==> config.mk <==
export PLATFORM = sky130hd
export DESIGN_NAME = usb_uart_rx
export DESIGN_NICKNAME = d
export VERILOG_FILES = /design/src/rtl/usb_uart_pkg.sv /design/src/rtl/usb_uart_rx_fifo.sv /design/src/rtl/usb_uart_rx.sv
export SDC_FILE = /design/constraint.sdc
export NUM_CORES = 1
export LEC_CHECK = 0
export ABC_CLOCK_PERIOD_IN_PS = 4770
export CAP_MARGIN = 5
export CORE_MARGIN = 4
export CORE_UTILIZATION = 35
export DETAILED_ROUTE_END_ITERATION = 8
export PLACE_DENSITY_LB_ADDON = 0.08
export SETUP_SLACK_MARGIN = 0.2
export SYNTH_ARGS = -nofsm -noshare
export SYNTH_HDL_FRONTEND = slang
export SYNTH_SLANG_ARGS = --single-unit
==> constraint.sdc <==
create_clock -name clk_i -period 4.77 [get_ports clk_i]
set_clock_uncertainty 0.2 [all_clocks]
set_input_delay 0.477 -clock clk_i [delete_from_list [all_inputs] [get_ports clk_i]]
set_output_delay 0.477 -clock clk_i [all_outputs]
set_load 0.05 [all_outputs]
==> src/rtl/usb_uart_pkg.sv <==
// Shared types and constants for the USB-side UART receiver.
// Holds the receiver state encoding, divisor helpers and 8N1 frame constants.
package usb_uart_pkg;

  typedef enum logic [2:0] {
    IDLE  = 3'd0,
    START = 3'd1,
    DATA  = 3'd2,
    STOP  = 3'd3,
    BREAK = 3'd4
  } rx_state_e;

  localparam int unsigned DATA_BITS  = 8;
  localparam logic        STOP_LEVEL = 1'b1;

  // Clock cycles per serial bit
  function automatic int unsigned calc_div(input int unsigned clk_freq,
                                           input int unsigned baud);
    return clk_freq / baud;
  endfunction

  // Width of the bit-period down-counter
  function automatic int unsigned calc_div_w(input int unsigned clk_freq,
                                             input int unsigned baud);
    return $clog2(calc_div(clk_freq, baud));
  endfunction

endpackage

==> src/rtl/usb_uart_rx_fifo.sv <==
// First-word-fall-through byte FIFO with occupancy count.
// A push into a full FIFO is dropped and flagged unless a pop frees the slot in the same cycle.
module usb_uart_rx_fifo #(
  parameter int unsigned DEPTH = 16
) (
  input  logic                     clk_i,
  input  logic                     rst_i,
  input  logic                     push_i,
  input  logic [7:0]               push_data_i,
  input  logic                     pop_i,
  output logic [7:0]               data_o,
  output logic                     valid_o,
  output logic [$clog2(DEPTH):0]   level_o,
  output logic                     overflow_o
);

  localparam int unsigned AW = $clog2(DEPTH);
  localparam int unsigned PW = AW + 1;

  logic [PW-1:0] r_wr_ptr;
  logic [PW-1:0] r_rd_ptr;
  logic [PW-1:0] r_level;
  logic [7:0]    r_mem [DEPTH];
  logic          r_valid;
  logic          r_overflow;

  logic          w_full;
  logic          w_empty;
  logic          w_pop;
  logic          w_wr;
  logic          w_ovf;
  logic [PW-1:0] w_level_nxt;

  assign w_full      = (r_wr_ptr[AW] != r_rd_ptr[AW]) &&
                       (r_wr_ptr[AW-1:0] == r_rd_ptr[AW-1:0]);
  assign w_empty     = (r_wr_ptr == r_rd_ptr);
  assign w_pop       = pop_i & ~w_empty;
  assign w_wr        = push_i & (~w_full | w_pop);
  assign w_ovf       = push_i & w_full & ~w_pop;
  assign w_level_nxt = r_level + PW'(w_wr) - PW'(w_pop);

  always_ff @(posedge clk_i or negedge rst_i) begin
    if (!rst_i) begin
      r_wr_ptr   <= '0;
      r_rd_ptr   <= '0;
      r_level    <= '0;
      r_valid    <= 1'b0;
      r_overflow <= 1'b0;
      for (int unsigned i = 0; i < DEPTH; i++) r_mem[i] <= '0;
    end else begin
      if (w_wr) begin
        r_mem[r_wr_ptr[AW-1:0]] <= push_data_i;
        r_wr_ptr                <= r_wr_ptr + PW'(1);
      end
      if (w_pop) r_rd_ptr <= r_rd_ptr + PW'(1);
      r_level    <= w_level_nxt;
      r_valid    <= (w_level_nxt != '0);
      r_overflow <= w_ovf;
    end
  end

  assign data_o     = r_mem[r_rd_ptr[AW-1:0]];
  assign valid_o    = r_valid;
  assign level_o    = r_level;
  assign overflow_o = r_overflow;

endmodule

==> src/rtl/usb_uart_rx.sv <==
// 8N1 serial receiver feeding a FWFT byte FIFO with a valid/accept pop port.
// Frames are sampled mid-bit from a two-flop synchronised copy of the line.
module usb_uart_rx
  import usb_uart_pkg::*;
#(
  parameter int unsigned CLK_FREQ   = 60000000,
  parameter int unsigned BAUDRATE   = 1000000,
  parameter int unsigned FIFO_DEPTH = 16
) (
  input  logic                          clk_i,
  input  logic                          rst_i,
  input  logic                          rx_i,
  output logic [7:0]                    data_o,
  output logic                          valid_o,
  input  logic                          accept_i,
  output logic [$clog2(FIFO_DEPTH):0]   level_o,
  output logic                          framing_err_o,
  output logic                          overflow_o
);

  localparam int unsigned DIV = calc_div(CLK_FREQ, BAUDRATE);
  localparam int unsigned DW  = calc_div_w(CLK_FREQ, BAUDRATE);
  localparam logic [DW-1:0] CNT_HALF = DW'(DIV / 2 - 1);
  localparam logic [DW-1:0] CNT_FULL = DW'(DIV - 1);

  rx_state_e     r_state;
  rx_state_e     w_state_nxt;
  logic          r_sync1;
  logic          r_rx_s;
  logic [1:0]    r_settle;
  logic [DW-1:0] r_div_cnt;
  logic [3:0]    r_bit_cnt;
  logic [7:0]    r_shift;
  logic          r_armed;
  logic          r_push;
  logic          r_ferr;

  logic          w_tick;
  logic          w_cnt_load;
  logic [DW-1:0] w_cnt_val;
  logic          w_bit_clr;
  logic          w_shift_en;
  logic          w_push;
  logic          w_ferr;
  logic          w_arm_set;
  logic          w_arm_clr;

  assign w_tick = (r_div_cnt == '0);

  // Synchroniser resets high so an idle line is not seen as a start bit
  always_ff @(posedge clk_i or negedge rst_i) begin
    if (!rst_i) begin
      r_sync1 <= 1'b1;
      r_rx_s  <= 1'b1;
    end else begin
      r_sync1 <= rx_i;
      r_rx_s  <= r_sync1;
    end
  end

  always_ff @(posedge clk_i or negedge rst_i) begin
    if (!rst_i) r_state <= IDLE;
    else        r_state <= w_state_nxt;
  end

  always_comb begin
    w_state_nxt = r_state;
    case (r_state)
      IDLE:  if (r_armed && !r_rx_s) w_state_nxt = START;
      START: if (w_tick) w_state_nxt = r_rx_s ? IDLE : DATA;
      DATA:  if (w_tick && (r_bit_cnt == 4'(DATA_BITS - 1))) w_state_nxt = STOP;
      STOP:  if (w_tick) w_state_nxt = (r_rx_s == STOP_LEVEL) ? IDLE : BREAK;
      BREAK: if (r_rx_s) w_state_nxt = IDLE;
      default: w_state_nxt = IDLE;
    endcase
  end

  always_comb begin
    w_cnt_load = 1'b0;
    w_cnt_val  = CNT_FULL;
    w_bit_clr  = 1'b0;
    w_shift_en = 1'b0;
    w_push     = 1'b0;
    w_ferr     = 1'b0;
    w_arm_set  = 1'b0;
    w_arm_clr  = 1'b0;
    case (r_state)
      IDLE: begin
        // Arm only once the synchroniser holds real line samples
        if (!r_armed && r_rx_s && (r_settle == 2'd2)) w_arm_set = 1'b1;
        if (r_armed && !r_rx_s) begin
          w_cnt_load = 1'b1;
          w_cnt_val  = CNT_HALF;
        end
      end
      START: if (w_tick && !r_rx_s) begin
        w_cnt_load = 1'b1;
        w_bit_clr  = 1'b1;
      end
      DATA: if (w_tick) begin
        w_shift_en = 1'b1;
        w_cnt_load = 1'b1;
      end
      STOP: if (w_tick) begin
        if (r_rx_s == STOP_LEVEL) begin
          w_push = 1'b1;
        end else begin
          w_ferr    = 1'b1;
          w_arm_clr = 1'b1;
        end
      end
      BREAK: if (r_rx_s) w_arm_set = 1'b1;
      default: ;
    endcase
  end

  always_ff @(posedge clk_i or negedge rst_i) begin
    if (!rst_i) begin
      r_settle      <= '0;
      r_div_cnt     <= '0;
      r_bit_cnt     <= '0;
      r_shift       <= '0;
      r_armed       <= 1'b0;
      r_push        <= 1'b0;
      r_ferr        <= 1'b0;
      framing_err_o <= 1'b0;
    end else begin
      if (r_settle != 2'd2) r_settle <= r_settle + 2'd1;
      if (w_cnt_load)          r_div_cnt <= w_cnt_val;
      else if (!w_tick)        r_div_cnt <= r_div_cnt - DW'(1);
      if (w_bit_clr)           r_bit_cnt <= '0;
      else if (w_shift_en)     r_bit_cnt <= r_bit_cnt + 4'd1;
      if (w_shift_en)          r_shift   <= {r_rx_s, r_shift[7:1]};
      if (w_arm_set)           r_armed   <= 1'b1;
      else if (w_arm_clr)      r_armed   <= 1'b0;
      r_push        <= w_push;
      r_ferr        <= w_ferr;
      framing_err_o <= r_ferr;
    end
  end

  usb_uart_rx_fifo #(
    .DEPTH (FIFO_DEPTH)
  ) u_fifo (
    .clk_i       (clk_i),
    .rst_i       (rst_i),
    .push_i      (r_push),
    .push_data_i (r_shift),
    .pop_i       (accept_i),
    .data_o      (data_o),
    .valid_o     (valid_o),
    .level_o     (level_o),
    .overflow_o  (overflow_o)
  );

endmodule

Yosys cells after proc, flatten, opt, wreduce, memory -nomap -nowiden
Cells that the tools add are included.
{ "word_totals": {"romBits": 0, "ff_bits": 174, "latchBits": 0, "mem_count": 0, "inputBits": 4, "output_inout_bits": 16, "ramBits": 0, "wordCells": 119} }
{ "classes": {"n_mux": 36, "n_reduce_logical": 15, "n_lt_le_gt_ge": 3, "n_mul": 0, "n_bitwise": 10, "add_sub_neg": 7, "eq_ne": 16, "shift": 0, "div_mod_pow": 0} }
{ "ops": {"columns": ["operator", "n"], "rows": [
  ["bitwise mux 128 bit", 1],
  ["binary-select mux 8 bit (select 4 bit)", 1],
  ["demux 8 bit (select 4 bit)", 1],
  ["two-way mux 6 bit", 4],
  ["two-way mux 8 bit", 3],
  ["two-way mux 3 bit", 6],
  ["one-hot mux 3 bit (5 select lines)", 1],
  ["two-way mux 1 bit", 14],
  ["inequality test 2 bit, second input constant", 6],
  ["adder 5 x 1 -> 5 bit, second input constant", 2],
  [">= comparator 5 bit, second input constant", 2],
  ["NOT 4 -> 5 bit", 2],
  ["two-way mux 4 bit", 2],
  ["logical AND 1 bit", 7],
  ["equality test 3 x 2 -> 1 bit, second input constant", 2],
  ["zero test 6 bit", 1],
  ["subtractor 6 x 1 -> 6 bit, second input constant", 1],
  ["adder 5 x 1 -> 5 bit", 1],
  ["equality test 5 bit", 1],
  ["less-than comparator 5 x 1 -> 1 bit, second input constant", 1],
  ["AND reduction 5 bit", 1],
  ["nonzero test 5 bit", 1],
  ["subtractor 5 x 1 -> 5 bit", 1],
  ["adder 4 x 1 -> 4 bit, second input constant", 1],
  ["other kinds (17)", 24]
]} }

Longest topological paths before layout
{ "logic_depth": {"depth_word": 8, "ltp_mapped": 14} }

Modules after synthesis
Synthesis repeated with hierarchy kept, for this count alone.
{ "unflattened": {"hier_cells": 576, "hier_area_um2": 8668.3} }
{ "by_module_without_submodules": {"columns": ["module", "n_inst", "cells_per_inst", "area_each_um2", "seq_area_each_um2"], "rows": [
  ["usb_uart_rx_fifo", 1, 459, 7350.8, 3628.5],
  ["usb_uart_rx", 1, 117, 1317.5, 728.2]
]} }

Least setup slack after synthesis
OpenSTA, ideal clock, no wires.
{ "synth_timing": {"kind": "register to register", "from": "reg u_fifo.r_wr_ptr[2]", "to": "reg u_fifo.r_valid, in the netlist u_fifo.valid_o", "path_stages_with_launch": 15, "setup_time_ns": 0.131, "setup_slack_ns": 1.473, "arrival_time_ns": 2.966, "required_ns": 4.439, "cell_sequence": "dfrtp_1 -> buf_6 -> xnor2_1 -> and4_1 -> buf_6 -> buf_4 -> a21oi_1 -> ha_1 -> inv_1 -> ha_1 -> fa_1 -> a21o_1 -> a21oi_1 -> xnor2_1 -> or3_1"} }
{ "synth_between": {"elab_chain_cells": 8, "elab_cells_between_ends": 11, "classes_between": "2 x add/sub; 2 x eq/ne; 5 x bitwise; 2 x reduce/logical"} }
{ "synth_rtl": {"columns": ["item", "line_no", "source"], "rows": [
  ["start: declaration", "usb_uart_rx_fifo.sv:20", "logic [PW-1:0] r_wr_ptr;"],
  ["start signal: assignment", "usb_uart_rx_fifo.sv:53", "r_wr_ptr <= r_wr_ptr + PW'(1);"],
  ["equality test 5 bit (*)", "usb_uart_rx_fifo.sv:36", "assign w_empty = (r_wr_ptr == r_rd_ptr);"],
  ["NOT 1 bit (*)", "usb_uart_rx_fifo.sv:37", "assign w_pop = pop_i & ~w_empty;"],
  ["bitwise AND 1 bit (*)", "usb_uart_rx_fifo.sv:37", null],
  ["via u_fifo.w_pop", "usb_uart_rx_fifo.sv:29", "logic w_pop;"],
  ["OR 1 bit", "usb_uart_rx_fifo.sv:38", "assign w_wr = push_i & (~w_full | w_pop);"],
  ["bitwise AND 1 bit", "usb_uart_rx_fifo.sv:38", null],
  ["adder 5 x 1 -> 5 bit", "usb_uart_rx_fifo.sv:40", "assign w_level_nxt = r_level + PW'(w_wr) - PW'(w_pop);"],
  ["subtractor 5 x 1 -> 5 bit (*)", "usb_uart_rx_fifo.sv:40", null],
  ["via u_fifo.w_level_nxt[4]", "usb_uart_rx_fifo.sv:32", "logic [PW-1:0] w_level_nxt;"],
  ["nonzero test 5 bit (*)", "usb_uart_rx_fifo.sv:57", "r_valid <= (w_level_nxt != '0);"],
  ["end signal: assignment", "usb_uart_rx_fifo.sv:57", null],
  ["end: declaration", "usb_uart_rx_fifo.sv:24", "logic r_valid;"]
]} }
The timed path passes the listed nets; every way through them passes the cells marked *.
A chain may end at the register's enable or synchronous reset.

Worst setup path in the final report
{ "layout_timing": {"from": "reg u_fifo.r_rd_ptr[0]", "to": "out data_o[0]"} }
{ "layout_between": {"elab_chain_cells": 4} }
{ "layout_rtl": {"columns": ["item", "line_no", "source"], "rows": [
  ["start: declaration", "usb_uart_rx_fifo.sv:21", "logic [PW-1:0] r_rd_ptr;"],
  ["start signal: assignment", "usb_uart_rx_fifo.sv:55", "if (w_pop) r_rd_ptr <= r_rd_ptr + PW'(1);"],
  ["NOT 4 -> 5 bit (not written as such)", "usb_uart_rx_fifo.sv:62", "assign data_o = r_mem[r_rd_ptr[AW-1:0]];"],
  ["binary-select mux 8 bit (select 4 bit)", "usb_uart_rx_fifo.sv:62", null],
  ["two-way mux 8 bit (not written as such) (2 in series)", "usb_uart_rx_fifo.sv:62", null],
  ["end: declaration", "usb_uart_rx.sv:13", "output logic [7:0] data_o,"]
]} }
No other way between the ends. The select of a mux whose other input is x is not followed.

==> impl_metrics.yaml <==
global_route:
  grt_antenna_before_repair: 0
  first_global_vias: 4926
  grt.total_usage_pct: 15.3
  grt_start_max_net_pins: 113
  grt_first_pass_wirelength_mm: 30.0
  globalRouteOverflowTotal: 0
timing:
  achievable-frequency_mhz: 261
  grt_setup_unrepaired: "false"
  finalCritPeriodShare_pct: 80.2
  max_slew.worst_pin.slew_ns: 1.06
  finalSetupViolations: 0
  finalWorstPathRequiredPeriod_ns: 3.83
  timing.slew.headroom_pct: 29.3
  final.setup.tns_ns: 0
  finalMaxSlewViolations: 0
  hold_viol: 0
floorplanning:
  start_util_pct: 35.8
  placement_rows: 55
  pin_count: 20
  die-area_sq_mm: 0.0258
  die_width_um: 161
  coreArea_sq_mm: 0.0228
  die_h_um: 161
drt:
  via_to_cell_ratio: 5.20
  route.detailed.drc: 0
  final_routed_wire_length_divided_by_cell_count_um: 20.9
  detail_route.first_pass.iterations: 4
  route.antenna.remaining_nets: 0
  postRouteWirelength_mm: 18.8
  drt_initial_violations: 177
  vias: 4679
power:
  power.share.clock_pct: 31.4
  ir_worst_vdd_mv: 0.307
  leakagePower_uw: 0.00420
  power.share.switching_pct: 38.1
  comb_power_share_pct: 31.3
  power.internal_uw: 2870
  total_switching_power_uw: 1760
  power_density_mw_per_mm2: 499
  sequentialPowerShare_pct: 37.2
final_layout:
  layoutNonFillerInstCount: 899
  drive_above_1_share_pct: 39.6
  final_util_pct: 40.7
  nNetsFinal: 592
  diodes: 0
  area_growth_syn_to_layout_pct: 13.7
setup_path:
  reg2reg_slack_ns: 1.22
  reg2reg_from: "u_fifo.r_rd_ptr[1]$_DFFE_PN0P_"
  critical_path.startpoint: "u_fifo.r_rd_ptr[0]$_DFFE_PN0P_"
  arrival_ns: 3.15
  critical_path.startpoint_type: "flip-flop"
  timing_worst_setup_path_type: "reg -> out"
  cp-end-kind: "output port"
  critPathMaxFanout: 25
  worstReg2RegEnd: "u_fifo.valid_o$_DFF_PN0_"
  timing.reg2reg.worst_path_depth: 10
  worstPathRequired_ns: 4.09
worst_hold_path:
  hold_path.class: "reg -> reg"
  min-delay-start: "r_sync1$_DFF_PN1_"
  hold_path_cells: 0
  timing.hold.worst_endpoint: "r_rx_s$_DFF_PN1_"
clocking:
  postCtsSetupRepairBufs: 0
  cts_num_sinks: 174
  clk_pin_slew_ns: 0.08
  numCtsBuffers: 17
  cts_tree: "built"
  worstSkewPairLatency_ns: 0.44
  cts.root.buffer_cell: "sky130_fd_sc_hd__clkbuf_16"
  deepest_level_of_the_cts_h_tree: 4
  clockBufferDepth: 2
  post_cts_resized: 0
place:
  buffer_ports.inserted: 19
  detailed_place_hpwl_mm: 11.9
  place.gp.congestion: 0.777
  dpl.cell_count: 866
job:
  maxCapViolCount: 0
yosys:
  postSynthNetCount: 578
  yosys.cell_types.count: 46
  synth_area_sq_mm: 0.00816
  postSynth.topFlopCell: "sky130_fd_sc_hd__dfrtp_1"
  number_of_enable_flip_flop_cells_after_synthesis: 0
  synthesis.instances: 559
  share_of_the_yosys_chip_area_belonging_to_registers_pct: 53.4
  synthArstFlopShare_pct: 100
  synthesis.yosys.warnings: 0
  postSynthRegisterBits: 174
  postSynthAreaPerCell_sq_um: 14.6
run_status:
  run_status: "completed"
[placed cells by master, fill, tap and decap left out, types with 14 or more instances in the layout]
cell type,count
sky130_fd_sc_hd__nand2_1,14
sky130_fd_sc_hd__ha_1,14
sky130_fd_sc_hd__xnor2_1,15
sky130_fd_sc_hd__mux4_2,32
sky130_fd_sc_hd__clkbuf_16,17
sky130_fd_sc_hd__inv_1,17
sky130_fd_sc_hd__clkdlybuf4s50_1,18
sky130_fd_sc_hd__nor2_1,18
sky130_fd_sc_hd__mux2_2,138
sky130_fd_sc_hd__dfrtp_1,171
sky130_fd_sc_hd__o22ai_1,16
[layer usage]
layer	share of wire, %	wire, um	vias to the layer above	GRT usage, %
met5	0	0	-	0
met4	1.4	260	0	4.46
met3	2.9	552	19	3.52
met2	49	9270	84	24.8
met1	46	8700	2488	20.7
li1	-	-	2088	-
[cells in the mapped netlist, drive strengths merged (4+ instances only)]
cell type,n,area [sq um]
inv,17,63.8
xnor2,15,131
nand2b,4,25.0
mux2,138,1550
xor2,8,70.1
buf,22,134
nand2,14,52.6
nand4,5,31.3
a211oi,14,173
o22ai,16,100
o21ai,7,35.0
nand3,4,20.0
dfrtp,172,4300
nor2,19,71.3
ha,14,175
a2111oi,4,110
clkbuf,10,38.8
a21oi,10,50.1
mux4,32,721
[worst max path at each step]
stage,slack [ns],cells after the start,to
2_1_floorplan,1.47,14,u_fifo.valid_o$_DFF_PN0_
3_3_place_gp,1.25,10,u_fifo.valid_o$_DFF_PN0_
3_5_place_dp,1.20,10,u_fifo.valid_o$_DFF_PN0_
4_1_cts,0.90,5,data_o[0]
5_1_grt,0.78,5,data_o[0]
6_report,0.94,5,data_o[0]
[final cells by class]
| class | instances | area, sq um |
|---|---|---|
| Sequential cell | 174 | 4360 |
| Fill cell | 2094 | 13500 |
| Tap cell | 313 | 392 |
| Inverter | 17 | 63.8 |
| Clock inverter | 15 | 193 |
| Clock buffer | 17 | 425 |
| Multi-Input combinational cell | 336 | 3570 |
| Timing Repair Buffer | 27 | 279 |
[per-stage QoR]
stage               cell area (sq um)  total power (uW)  hold slack (ns)  setup WS (ns)
floorplan                        8160              2740          -0.0186           1.47
global placement                 8650              3220            0.134           1.25
detailed placement               8650              3240            0.150           1.20
CTS                              9280              4710            0.163          0.896
global route                     9280              4890            0.164          0.779
finish                           9280              4630            0.162          0.944
[cell families (layout without fill, tap and decap cells)]
| group | count (synthesis) | after routing | synth area share, % |
|---|---|---|---|
| AO/OA/AOI/OAI | 61 | 61 | 6.72 |
| XOR/XNOR | 23 | 23 | 2.47 |
| adder cells (fa/ha/maj) | 15 | 15 | 2.39 |
| buffers and inverters | 49 | 76 | 2.90 |
| flip-flops | 174 | 174 | 53.4 |
| multiplexers | 173 | 173 | 28.2 |
| AND/OR/NAND/NOR | 64 | 64 | 3.89 |
[what timing repair did]
action | CTS | global route
hold buffers | 1 | 0
endpoints found under the hold margin | 60 | 0
setup endpoints to repair | 0 | 0
[power groups by stage]
stage	Sequential, uW	Combinational [uW]	Clock [uW]
finish	1720	1450	1460
global route	1750	1580	1570
CTS	1730	1480	1500
detailed placement	1760	1480	0
global placement	1760	1460	0
floorplan	1750	989	0
[flip-flops by register name, summed over array words and instances (netlist names)]
name / cells
r_push: 1
u_fifo.r_wr_ptr: 5
u_fifo.r_rd_ptr: 5
u_fifo.r_mem: 128
framing_err_o: 1
r_armed: 1
r_settle: 2
r_sync1: 1
r_rx_s: 1
r_bit_cnt: 4
u_fifo.level_o: 5
u_fifo.valid_o: 1
r_div_cnt: 6
r_shift: 8
r_state: 3
u_fifo.overflow_o: 1
r_ferr: 1
[critical path, stage by stage (launching register included)]
cell and delay (ns):
sky130_fd_sc_hd__dfrtp_2 0.67, sky130_fd_sc_hd__buf_12 0.31, sky130_fd_sc_hd__mux4_2 0.54, sky130_fd_sc_hd__o22ai_1 0.39, sky130_fd_sc_hd__nor2_1 0.09, sky130_fd_sc_hd__clkdlybuf4s50_1 0.71
Power figures use the tool's default switching activity.
==> patch: new RTL, same flow settings <==
Set the parameter `FIFO_DEPTH` to 8 (it was 16).
--- a/src/rtl/usb_uart_rx.sv
+++ b/src/rtl/usb_uart_rx.sv
@@ -7,3 +7,3 @@
   parameter int unsigned BAUDRATE   = 1000000,
-  parameter int unsigned FIFO_DEPTH = 16
+  parameter int unsigned FIFO_DEPTH = 8
 ) (
Ports: changed (resized level_o); port bits go from 20 to 19. The function was not compared with the original's and may differ.
==> patch against the unedited design <==
  * Design area shrank 38%
  * Via count shrank 41%
  * Routed wire length down 46%
  * Total power down 44%
  * Cell count fell by 39%
  * Worst setup slack improved by 290 ps
  * Area after synthesis fell by 37%
  * Synthesized cell count fell by 37%
  * Clock power shrank 49%
  * Sequential cell count shrank 67
  * Die area down 36%
==> patch: results <==
[synthesis]
synth.area.top_cells = dfrtp_1 51%, mux2_2 16%, mux4_2 7.1%, ha_1 2.5%, a211oi_4 2.4%
synth-seq-area-share_pct = 52.51
ys.flop_type = dfrtp_1
yosys-top-cells-count = 105 x dfrtp_1, 74 x mux2_2, 16 x mux4_2, 13 x inv_1, 12 x xor2_1
avgSynthCellArea_sq_um = 14.46
yosysUniqueCellTypes = 47
synth_fp_nets = 368

[sta]
whs_ps = 89.52
min_period_over_period_pct = 74.17
tightest_slew_ps = 1025

[critical_path]
startpoint = u_fifo.r_rd_ptr[0]$_DFFE_PN0P_
crit_end = data_o[7]
critical_path_arrival_ps = 2860
r2r_slack_ps = 1520
cp_max_fo = 14
rr_worst_depth = 10
r2r-start = u_fifo.r_rd_ptr[2]$_DFFE_PN0P_

[place]
dp.cells = 533
place_ws_ps = 1375
io_buffers = 18
gp_congestion = 0.7065
place_area_sq_um = 5431

[run_status]
status = finished, final reports clean

[power]
p_int_mw = 1.697
vdd_ir_drop_max_v = 0.0001975
p_leak_nw = 2.604

[clock_network]
cts_resized = 0
cts_max_path_buffers = 2
numCtsBuffers = 9
cts_max_level = 3
clock_latency_ps = 350

[grt]
grt_max_degree = 80
first_global_vias = 3003
grt_pass1_wl_mm = 16.68
gr-usage-all-layers_pct = 13.29

[detailed_routing]
drt-total-wl_mm = 10.09
drtIter0Drc = 148
vias_per_cell = 5.062
wire_per_inst_um = 18.38

[min_path]
min_path_type = in -> async

[layout]
drive_gt1_share_pct = 35.77
top_regs = u_fifo.r_mem: 64 flops, r_shift: 8 flops, r_div_cnt: 6 flops
fillers = 1300
finalNetCount = 379
patch: changes by cell type in the layout (fill, tap and decap cells not counted), moves of 8 or more:
| cell | unedited run | this run |
|---|---|---|
| clkbuf_16 | 17 | 9 |
| dfrtp_1 | 171 | 105 |
| mux2_2 | 138 | 74 |
| a211oi_2 | 11 | 0 |
| nor2_1 | 18 | 7 |
| xnor2_1 | 15 | 6 |
| o22ai_1 | 16 | 0 |
| mux4_2 | 32 | 16 |
| mux2_4 | 0 | 8 |
patch: power groups by stage:
stage	Sequential, mW	Clock (mW)	Combinational (mW)
2_1_floorplan	1.14	0	0.557
3_3_place_gp	1.15	0	0.724
3_5_place_dp	1.14	0	0.729
4_1_cts	1.13	0.771	0.729
5_1_grt	1.15	0.801	0.790
6_report	1.13	0.739	0.717
patch: final cells by class:
cell class	count	area, sq um	share of cell area, %
sequential	107	2680	46.86
multi-input combinational	210	2266	39.62
timing repair buffer	22	207.7	3.632
clock buffer	12	236.5	4.135
tap	180	225.2	3.938
clock inverter	4	51.30	0.8970
inverter	14	52.55	0.9188
patch: routing by layer:
layer	track usage [%]	share of wire (%)	up-vias
met1	17.64	48	1454
met3	3.819	2.9	7
met5	0	0	-
met4	3.459	1.0	0
met2	21.52	48	31
li1	-	-	1287
patch: kinds of logic after synthesis:
kind of cell | synth area share (%)
simple gates | 5.197
compound gates | 6.497
xor+xnor | 3.628
fa+ha+maj | 2.844
buf+inv | 3.187
mux | 26.13
flops | 52.51
patch: worst reg2reg max path, cell delays in order, from the launching register on:
cell and delay, ps:
dfrtp_1 780, xor2_1 280, nor3_2 80, a21boi_2 230, ha_1 260, inv_1 50
ha_1 150, inv_1 50, fa_1 470, inv_1 40, or4_1 530
